$ cat src/rtl/fl_acc32.sv
// Sequential IEEE-754 single-precision accumulator: adds each accepted operand into acc
// through a fixed IDLE->ALIGN->ADD->NORM->PACK sequence, truncating toward zero.
module fl_acc32 #(
    parameter int LAT_STAGES = 4
) (
    input  logic        clk,
    input  logic        rst,
    input  logic        clear,
    input  logic        in_valid,
    input  logic [31:0] in_data,
    output logic        in_ready,
    output logic [31:0] acc,
    output logic        acc_valid,
    output logic        busy
);

    typedef enum logic [2:0] {IDLE, ALIGN, ADD, NORM, PACK} state_t;

    if (LAT_STAGES != 4) begin : g_lat_check
        $error("fl_acc32: LAT_STAGES is fixed at 4");
    end

    state_t             state;
    logic [31:0]        opb;
    logic               a_sign;
    logic [7:0]         a_exp;
    logic [23:0]        a_man;
    logic [23:0]        b_man;
    logic               eff_sub;
    logic               sp_nan;
    logic               sp_inf;
    logic               sp_inf_sign;
    logic [24:0]        sum;
    logic [23:0]        n_man;
    logic signed [9:0]  n_exp;
    logic               n_zero;

    // Unpack both operands; exponent 0 (zero or denormal) contributes a zero mantissa.
    logic [7:0]  x_exp, y_exp, la_exp, lb_exp, diff;
    logic [23:0] x_man, y_man, la_man, lb_man, b_shifted;
    logic        x_sign, y_sign, la_sign, lb_sign, swap;
    logic        x_nan, y_nan, x_inf, y_inf;

    always_comb begin
        x_sign = acc[31];
        x_exp  = acc[30:23];
        x_man  = (x_exp == 8'd0) ? 24'd0 : {1'b1, acc[22:0]};
        y_sign = opb[31];
        y_exp  = opb[30:23];
        y_man  = (y_exp == 8'd0) ? 24'd0 : {1'b1, opb[22:0]};
        x_nan  = (x_exp == 8'hFF) && (acc[22:0] != 23'd0);
        x_inf  = (x_exp == 8'hFF) && (acc[22:0] == 23'd0);
        y_nan  = (y_exp == 8'hFF) && (opb[22:0] != 23'd0);
        y_inf  = (y_exp == 8'hFF) && (opb[22:0] == 23'd0);
        swap   = (y_exp > x_exp) || ((y_exp == x_exp) && (y_man > x_man));
        la_sign = swap ? y_sign : x_sign;
        la_exp  = swap ? y_exp  : x_exp;
        la_man  = swap ? y_man  : x_man;
        lb_sign = swap ? x_sign : y_sign;
        lb_exp  = swap ? x_exp  : y_exp;
        lb_man  = swap ? x_man  : y_man;
        diff    = la_exp - lb_exp;
        b_shifted = (diff >= 8'd25) ? 24'd0 : (lb_man >> diff);
    end

    function automatic logic [4:0] lzc(input logic [23:0] v);
        logic [4:0] n;
        logic       found;
        n = 5'd0;
        found = 1'b0;
        for (int i = 23; i >= 0; i--) begin
            if (!found) begin
                if (v[i]) found = 1'b1;
                else      n = n + 5'd1;
            end
        end
        return n;
    endfunction

    logic [4:0]        lz;
    logic [23:0]       norm_man;
    logic signed [9:0] norm_exp;
    logic              norm_zero;

    always_comb begin
        lz        = lzc(sum[23:0]);
        norm_zero = (sum == 25'd0);
        if (sum[24]) begin
            norm_man = sum[24:1];
            norm_exp = $signed({2'b00, a_exp}) + 10'sd1;
        end else begin
            norm_man = sum[23:0] << lz;
            norm_exp = $signed({2'b00, a_exp}) - $signed({5'b00000, lz});
        end
    end

    // Specials take precedence over the datapath result, then range limits.
    logic [31:0] pack_res;

    always_comb begin
        if (sp_nan)
            pack_res = 32'h7FC00000;
        else if (sp_inf)
            pack_res = {sp_inf_sign, 8'hFF, 23'd0};
        else if (n_zero)
            pack_res = 32'h00000000;
        else if (n_exp >= 10'sd255)
            pack_res = {a_sign, 8'hFF, 23'd0};
        else if (n_exp <= 10'sd0)
            pack_res = 32'h00000000;
        else
            pack_res = {a_sign, n_exp[7:0], n_man[22:0]};
    end

    assign in_ready = (state == IDLE) && !clear;
    assign busy     = (state != IDLE);

    always_ff @(posedge clk or posedge rst) begin
        if (rst) begin
            state       <= IDLE;
            acc         <= 32'd0;
            acc_valid   <= 1'b0;
            opb         <= 32'd0;
            a_sign      <= 1'b0;
            a_exp       <= 8'd0;
            a_man       <= 24'd0;
            b_man       <= 24'd0;
            eff_sub     <= 1'b0;
            sp_nan      <= 1'b0;
            sp_inf      <= 1'b0;
            sp_inf_sign <= 1'b0;
            sum         <= 25'd0;
            n_man       <= 24'd0;
            n_exp       <= 10'sd0;
            n_zero      <= 1'b0;
        end else if (clear) begin
            state     <= IDLE;
            acc       <= 32'd0;
            acc_valid <= 1'b0;
        end else begin
            acc_valid <= 1'b0;
            case (state)
                IDLE: begin
                    if (in_valid) begin
                        opb   <= in_data;
                        state <= ALIGN;
                    end
                end
                ALIGN: begin
                    a_sign      <= la_sign;
                    a_exp       <= la_exp;
                    a_man       <= la_man;
                    b_man       <= b_shifted;
                    eff_sub     <= la_sign ^ lb_sign;
                    sp_nan      <= x_nan || y_nan || (x_inf && y_inf && (x_sign != y_sign));
                    sp_inf      <= x_inf || y_inf;
                    sp_inf_sign <= x_inf ? x_sign : y_sign;
                    state       <= ADD;
                end
                ADD: begin
                    sum   <= eff_sub ? ({1'b0, a_man} - {1'b0, b_man})
                                     : ({1'b0, a_man} + {1'b0, b_man});
                    state <= NORM;
                end
                NORM: begin
                    n_man  <= norm_man;
                    n_exp  <= norm_exp;
                    n_zero <= norm_zero;
                    state  <= PACK;
                end
                PACK: begin
                    acc       <= pack_res;
                    acc_valid <= 1'b1;
                    state     <= IDLE;
                end
                default: state <= IDLE;
            endcase
        end
    end

endmodule
$ cat config.mk
export PLATFORM = sky130hd
export DESIGN_NAME = fl_acc32
export DESIGN_NICKNAME = d
export VERILOG_FILES = /design/src/rtl/fl_acc32.sv
export SDC_FILE = /design/constraint.sdc
export NUM_CORES = 1
export LEC_CHECK = 0
export CAP_MARGIN = 5
export CORE_MARGIN = 1
export CORE_UTILIZATION = 65
export CTS_CLUSTER_DIAMETER = 150
export DETAILED_ROUTE_END_ITERATION = 8
export GPL_TIMING_DRIVEN = 0
export HOLD_SLACK_MARGIN = 0.03
export PLACE_DENSITY = 0.85
export SETUP_SLACK_MARGIN = 0.3
export SLEW_MARGIN = 25
export SYNTH_ARGS = -nofsm -noshare
export SYNTH_HDL_FRONTEND = slang
export SYNTH_SLANG_ARGS = --single-unit
export TNS_END_PERCENT = 50
$ cat constraint.sdc
create_clock -name clk -period 34.3 [get_ports clk]
set_clock_uncertainty 0.2 [all_clocks]
set_input_delay 6.86 -clock clk [delete_from_list [all_inputs] [get_ports clk]]
set_output_delay 6.86 -clock clk [all_outputs]
set_load 0.02 [all_outputs]
==> results of run 1 <==
-- layer usage --
| metal | global-route usage | up-vias | part of all wire |
|---|---|---|---|
| li1 | - | 6900 | - |
| met1 | 0.532 | 7202 | 0.40 |
| met2 | 0.669 | 901 | 0.46 |
| met3 | 0.0632 | 164 | 0.089 |
| met4 | 0.203 | 0 | 0.050 |
| met5 | 0 | - | 0 |
-- worst max path at each step --
| stage | start | endpoint | slack [ns] | cells after the start |
|---|---|---|---|---|
| 6_report | sum[23] | n_exp[7] | 16.41 | 88 |
| 5_1_grt | sum[22] | n_exp[7] | 15.17 | 88 |
| 4_1_cts | sum[22] | n_exp[7] | 16.75 | 88 |
| 3_5_place_dp | sum[23] | n_exp[7] | 16.81 | 88 |
| 3_3_place_gp | sum[23] | n_exp[7] | 17.34 | 88 |
| 2_1_floorplan | sum[22] | n_exp[7] | 19.26 | 88 |
-- area by class of cell --
| cell class | count | share of cell area |
|---|---|---|
| plain buffers | 107 | 0.0245 |
| clock buffers | 17 | 0.0249 |
| clock inverters | 15 | 0.0117 |
| inverters | 59 | 0.0134 |
| multi-input cells | 1525 | 0.585 |
| flip-flops and latches | 188 | 0.276 |
| well taps | 313 | 0.0229 |
| repair buffers | 71 | 0.0424 |
-- cells by family (layout without fill, tap and decap cells) --
family / Yosys count / in the layout / synth area share
buf+inv: 166 / 269 / 0.0418
fa+ha+maj: 89 / 89 / 0.0734
mux: 150 / 150 / 0.102
compound gates: 532 / 532 / 0.210
flops: 188 / 188 / 0.307
xor+xnor: 95 / 95 / 0.0618
simple gates: 659 / 659 / 0.204
-- power breakdown --
group	internal [uW]	total, uW	switching (uW)	leakage, uW
Clock	101	210	108	0.000302
Combinational	530	1370	842	0.00462
Sequential	286	359	73.8	0.00243
-- placed cells by master (no fill, tap or decap), types with 11 or more instances in the layout --
cell type,n
a211oi_1,13
a21o_1,24
a21oi_1,152
a22o_1,37
a31oi_1,14
and2_1,35
and3_1,16
clkbuf_1,90
clkbuf_16,17
clkdlybuf4s50_1,69
dfrtp_1,188
ha_1,85
inv_1,55
mux2_2,39
mux2i_1,109
nand2_1,245
nand2b_1,21
nand3_1,21
nand4_1,16
nor2_1,167
nor2b_1,16
nor3_1,44
nor4_1,24
o21ai_0,188
o22ai_1,20
o31ai_1,11
or3_1,13
xnor2_1,59
xor2_1,26
-- critical path: cells and delay by family (launching register included) --
family | cells | cell delay (ns)
xor gates and xnor gates | 5 | 1.48
adders and majority gates | 21 | 6.50
and+or+nand+nor | 17 | 1.42
buffers and inverters | 8 | 1.64
AOI/OAI and AO/OA | 28 | 4.72
muxes | 9 | 1.28
DFF | 1 | 0.55
-- stage by stage --
stage / utilization / setup WS [ns] / hold slack [ns]
after floorplan: - / 19.26 / 0.242
after global placement: 0.718 / 17.34 / 0.267
after detailed placement: 0.720 / 16.81 / 0.278
after CTS: 0.747 / 16.75 / 0.294
after global routing: 0.747 / 15.17 / 0.308
final: 0.747 / 16.41 / 0.290
-- flip-flops by register name (all words and copies together) (netlist names) --
name / count
eff_sub: 1
a_exp: 8
n_man: 23
n_exp: 10
sp_inf_sign: 1
n_zero: 1
state: 3
a_man: 24
sp_nan: 1
opb: 32
sp_inf: 1
acc: 32
a_sign: 1
b_man: 24
acc_valid: 1
sum: 25
==> impl_results.md, run 1 <==
* Asr flop ratio synth at 1.00
* Highest Clock Rate at between 50 and 60 MHz
* Vias per cell at around 6.6
* Mean Syn Cell Area at 8.15 sq um
* Share of cells above drive strength 1 at 0.0641
* Die X at roughly 160 microns
* Worst-Margin Slew at 1.03 ns
* Slew Limit Fails at 0
* Total power at between 1500 and 2000 uW
* Result of the run: completed
* Internal reg-to-reg setup slack at between 15 and 20 ns
* Power per cell area at about 110 nW/um^2
* Routed WL at about 49 mm
* Prevailing post-synth register cell: dfrtp_1
* Worst EP arrival at approximately 18 ns
* Post-CTS Hold Buffers at 0
* Die footprint at 24,200 sq um
* Post-CTS setup buffer count at 0
* Vias in the first global route at roughly 14,000
* Core area at ~23,000 sq um
* Post_cts resized at 0
* Max VDD drop at around 0.000065 V
* DR vias at around 15,000
* Largest net degree at the start of global routing at 107
* Post-synth EDFFs at 0
* First-pass GRT wire length at between 70 and 80 mm
* Clk sinks at about 190
* Post-DRT Antenna Nets at 0
* Setup tns final at 0 ns
* Min-Delay Startpoint: a_man[0]
* Sequential area share after synthesis at 0.307
* Flip-flop and latch count after synthesis at between 150 and 200
* Critical path type: flop to flop
* Yosys top cell by area: dfrtp_1
* Clk buf depth at 2
* Share of the synthesized area in the top cell type at 0.307
* CP required at 34.43 ns
* CTS Root Cell: clkbuf_16
* Yosys warns at 0
* Final setup vio count at 0
* Worst r2r src: sum[23]
* Detail Placement HPWL at 38.2 mm
* Relative slew slack at 0.309
* IO Port Bufs at 69
* Initial antenna violation count at 0
* Top-count cell post-synth: nand2_1
* DRC at 0
* Die Ht at around 160 microns
* Period minus WS final at between 15 and 20 ns
* Final period util at 0.522
* Yosys cell types at 88
* Area occupied by multi-input gates at between 9000 and 10,000 sq um
* Synth Instances at roughly 1,900
* Slowest cell on the critical path: xnor2_1
* RSZ-0062 raised after global routing: false
* Iteration-0 DRC Markers at about 1,900
* Area growth from synthesis to layout at 11.4%
* Final net count at roughly 2,100
* Worst-path clk slew at 0.09 ns
* I/O pins at between 70 and 80
* Worst-case hold path end point: a_man[0]
* Filler cells at roughly 1,700
* Synth area leaders: dfrtp_1, mux2i_1, ha_1
* GP Congestion at ~1.0
* Reg2Reg Depth at roughly 90
* Leakage power at 0.00735 uW
* Diode count at 0
* Crit-path most repeated cell: ha_1
* Final Cell Area at between 15,000 and 20,000 sq um
* CTS tree: yes
* Overflow left after global routing at 0
* Total track usage at 0.410
* Synthesized cell area at between 15,000 and 20,000 sq um
* Dpl cells at 2,263
* Worst path max stage delay at slightly above 0.7 ns
* Crit Path Max Fanout at 10
* R2r endpoint: n_exp[7]
* Row count at between 50 and 60
* Worst-skew pair later-pin latency at about 0.46 ns
* Synth cell count leaders: nand2_1, dfrtp_1, o21ai_0
* Post-route insts no fill at 2,295
* Starting density of the core at 0.670
* Hold Crit Depth at 2
* CTS Buf Count at 17
* CP Capture Type: flop
* Placed cell area at approximately 16,000 sq um
* Setup crit start kind: flop
* Max-cap violations at 0
* FF+latch area at between 4000 and 5000 sq um
* Syn Nets at 2,002
* Drt pass-1 iters at 6
* Hold Fails Final Rpt at 0
* Hold Path Class: flop to flop
* Wire length per cell at 21.4 microns
* H-Tree Depth at 4
No activity file was read; power rests on OpenSTA's default activity.
==> run 2, diff against run 1 <==
--- a/config.mk
+++ b/config.mk
@@ -7,12 +7,12 @@
 export LEC_CHECK = 0
 export CAP_MARGIN = 5
 export CORE_MARGIN = 1
-export CORE_UTILIZATION = 65
+export CORE_UTILIZATION = 62
 export CTS_CLUSTER_DIAMETER = 150
 export DETAILED_ROUTE_END_ITERATION = 8
 export GPL_TIMING_DRIVEN = 0
 export HOLD_SLACK_MARGIN = 0.03
-export PLACE_DENSITY = 0.85
+export PLACE_DENSITY = 0.82
 export SETUP_SLACK_MARGIN = 0.3
 export SLEW_MARGIN = 25
 export SYNTH_ARGS = -nofsm -noshare
==> constraint.sdc (replaced) <==
create_clock -name clk -period 17.7 [get_ports clk]
set_clock_uncertainty 0.2 [all_clocks]
set_input_delay 3.54 -clock clk [delete_from_list [all_inputs] [get_ports clk]]
set_output_delay 3.54 -clock clk [all_outputs]
set_load 0.02 [all_outputs]
==> run 2 against run 1 <==
Effect of this change: clock power rose by 86%; non-clock buffer count is 14 higher; core utilization decreased by 3.5 points; critical endpoint unchanged; largest cell class unchanged; highest routed layer unchanged.
==> impl_results.md, run 2 (synthesis gave the netlist of run 1 again) <==
* CP required at 17.81 ns (-16.62 ns)
* IO Port Bufs at 69 (unchanged)
* Post-route insts no fill at 2,320 (+1.1%)
* Slowest cell on the critical path: dfrtp_2
* Area growth from synthesis to layout at 12.7%
* Commonest non-fill, non-tap cell in the layout: nand2_1
* Result of the run: completed
* Worst-path clk slew at 0.09 ns (about the same)
* Crit-path most repeated cell: ha_1
* Worst-skew pair later-pin latency at 0.44 ns (-0.02 ns)
* Setup WS post-layout at 1.06 ns (-15.35 ns)
* Total power at 3810 uW (+96%)
* Post-DRT Antenna Nets at 0 (unchanged)
* Starting density of the core at 0.631 (-0.0387)
* Hold Path Class: flop to flop
* Hold Fails Final Rpt at 0 (unchanged)
* Highest Clock Rate at 60.1 MHz (+7.5%)
* Share of cells above drive strength 1 at 0.0782 (+0.0141)
* Reg2Reg Depth at 88 (unchanged)
* Most frequent cells in the layout: nand2_1, dfrtp_1, o21ai_0, nor2_1, a21oi_1
* Max-cap violations at 0 (unchanged)
* Dpl cells at 2,275 (+0.53%)
* Final setup vio count at 0 (unchanged)
* Relative slew slack at 0.373 (+0.0639)
* Die Ht at 159 microns (+2.4%)
* Detail Placement HPWL at 38.5 mm (+0.67%)
* Crit Path Max Fanout at 10 (unchanged)
* Max VDD drop at 0.000111 V (+72%)
* Worst EP arrival at 16.76 ns (-1.26 ns)
* CP Capture Type: flop
* Total track usage at 0.386 (-0.0238)
* Final period util at 0.940 (+0.419)
* Row count at 57 (+3.6%)
* First-pass GRT wire length at 76.8 mm (+0.74%)
* Vias in the first global route at 14,000 (-1.3%)
* Leakage power at 0.00744 uW (+1.3%)
* Core area at 24,200 sq um (+6.1%)
* Drt pass-1 iters at 5 (-1)
* Worst-Margin Slew at 0.934 ns (-0.0991 ns)
* Slew Limit Fails at 0 (unchanged)
* H-Tree Depth at 4 (unchanged)
* Iteration-0 DRC Markers at 1,526 (-20%)
* Post-CTS Hold Buffers at 0 (unchanged)
* CTS tree: yes
* CTS Root Cell: clkbuf_16
* Worst path max stage delay at 0.47 ns (-0.25 ns)
* Clk buf depth at 2 (unchanged)
* Largest net degree at the start of global routing at 83 (-22%)
* DR vias at 14,900 (-1.5%)
* Wire length per cell at 21.1 microns (-1.5%)
* Internal reg-to-reg setup slack at 1.06 ns (-15.35 ns)
* Hold Crit Depth at 2 (unchanged)
* Power per cell area at 221 nW/um^2 (+94%)
* Vias per cell at 6.44 (-2.6%)
* GP Congestion at 1.03 (+1.1%)
* RSZ-0062 raised after global routing: false
* Routed WL at 49.0 mm (-0.40%)
* Setup crit start kind: flop
* Clk sinks at 188 (unchanged)
* Setup WS pre-CTS at 0.114 ns (-16.70 ns)
* Period minus WS final at 16.64 ns (-1.25 ns)
* Setup tns final at 0 ns (unchanged)
* Diode count at 0 (unchanged)
* Overflow left after global routing at 0 (unchanged)
* Top flop regs: acc: 32 flops, opb: 32 flops, sum: 25 flops
* Critical path type: flop to flop
* DRC at 0 (unchanged)
* Die footprint at 25,300 sq um (+4.8%)
* I/O pins at 71 (unchanged)
* Initial antenna violation count at 0 (unchanged)
* CTS Buf Count at 17 (unchanged)
* Final net count at 2,106 (+0.67%)
* Die X at 159 microns (+2.4%)
==> run 2: cell types whose count changed in the layout (fill, tap and decap cells not counted), moves of 3 or more <==
cell,before,now
buf_4,2,16
clkinv_8,4,1
inv_12,4,1
o21ai_0,188,185
o21ai_1,2,5
xnor2_1,59,56
==> run 2: path summary, 6_finish.rpt <==
| path | from | endpoint |
|---|---|---|
| min in group asynchronous | rst | opb[28] |
| worst min-delay path | a_man[2] | a_man[2] |
| worst max register to register | sum[22] | n_exp[7] |
| max in group asynchronous | rst | sum[22] |
| worst max-delay path | sum[22] | n_exp[7] |
| worst min register to register | a_man[2] | a_man[2] |
==> run 2: final cells by class <==
class	instances	area [sq um]
inverter	59	229
clock buffer	19	453
sequential	188	4710
multi-input combinational	1525	10000
timing repair buffer	85	848
clock inverter	13	140
tap	324	405
buffer	107	427
fill	1915	6990
==> run 2: metal layers <==
metal | wire length, microns | vias to the layer above | part of all wire | GRT usage
met5 | 0 | - | 0 | 0
met1 | 20000 | 7127 | 0.41 | 0.516
met4 | 2530 | 0 | 0.052 | 0.188
met3 | 3660 | 145 | 0.075 | 0.0479
li1 | - | 6927 | - | -
met2 | 22800 | 735 | 0.47 | 0.624
==> run 2: what timing repair did <==
item                                    in CTS  in global routing
endpoints found under the setup margin       6                 32
pin swaps                                    0                 12
endpoints found under the hold margin        0                  0
gates resized for setup                      2                 22
setup buffers                                0                 13
==> run 2: through the flow <==
step                area (sq um)  hold WS, ns   util
floorplan                  15300        0.242      -
global placement           16400        0.271  0.677
detailed placement         16500        0.280  0.680
CTS                        17100        0.296  0.705
global route               17300        0.324  0.712
finish                     17300        0.293  0.712
==> run 2: critical path, delay by kind of cell (launching register included) <==
family / cells / cell delay, ns
xor gates and xnor gates: 5 / 1.00
DFF: 1 / 0.47
buffers and inverters: 8 / 1.09
muxes: 9 / 1.31
adders and majority gates: 21 / 6.39
and+or+nand+nor: 18 / 1.71
AOI/OAI and AO/OA: 27 / 4.33
==> run 2: where the power goes <==
part	switching, uW	internal [uW]	leakage (uW)
registers	147	554	0.00243
clock network	193	198	0.000291
logic	1630	1090	0.00472
total	1970	1840	0.00744
==> run 3, diff against run 2 <==
--- a/config.mk
+++ b/config.mk
@@ -6,7 +6,6 @@
 export NUM_CORES = 1
 export LEC_CHECK = 0
 export CAP_MARGIN = 5
-export CORE_MARGIN = 1
 export CORE_UTILIZATION = 62
 export CTS_CLUSTER_DIAMETER = 150
 export DETAILED_ROUTE_END_ITERATION = 8
==> results of run 3 <==
Final layout, timing and power as in run 2 (identical DEF).
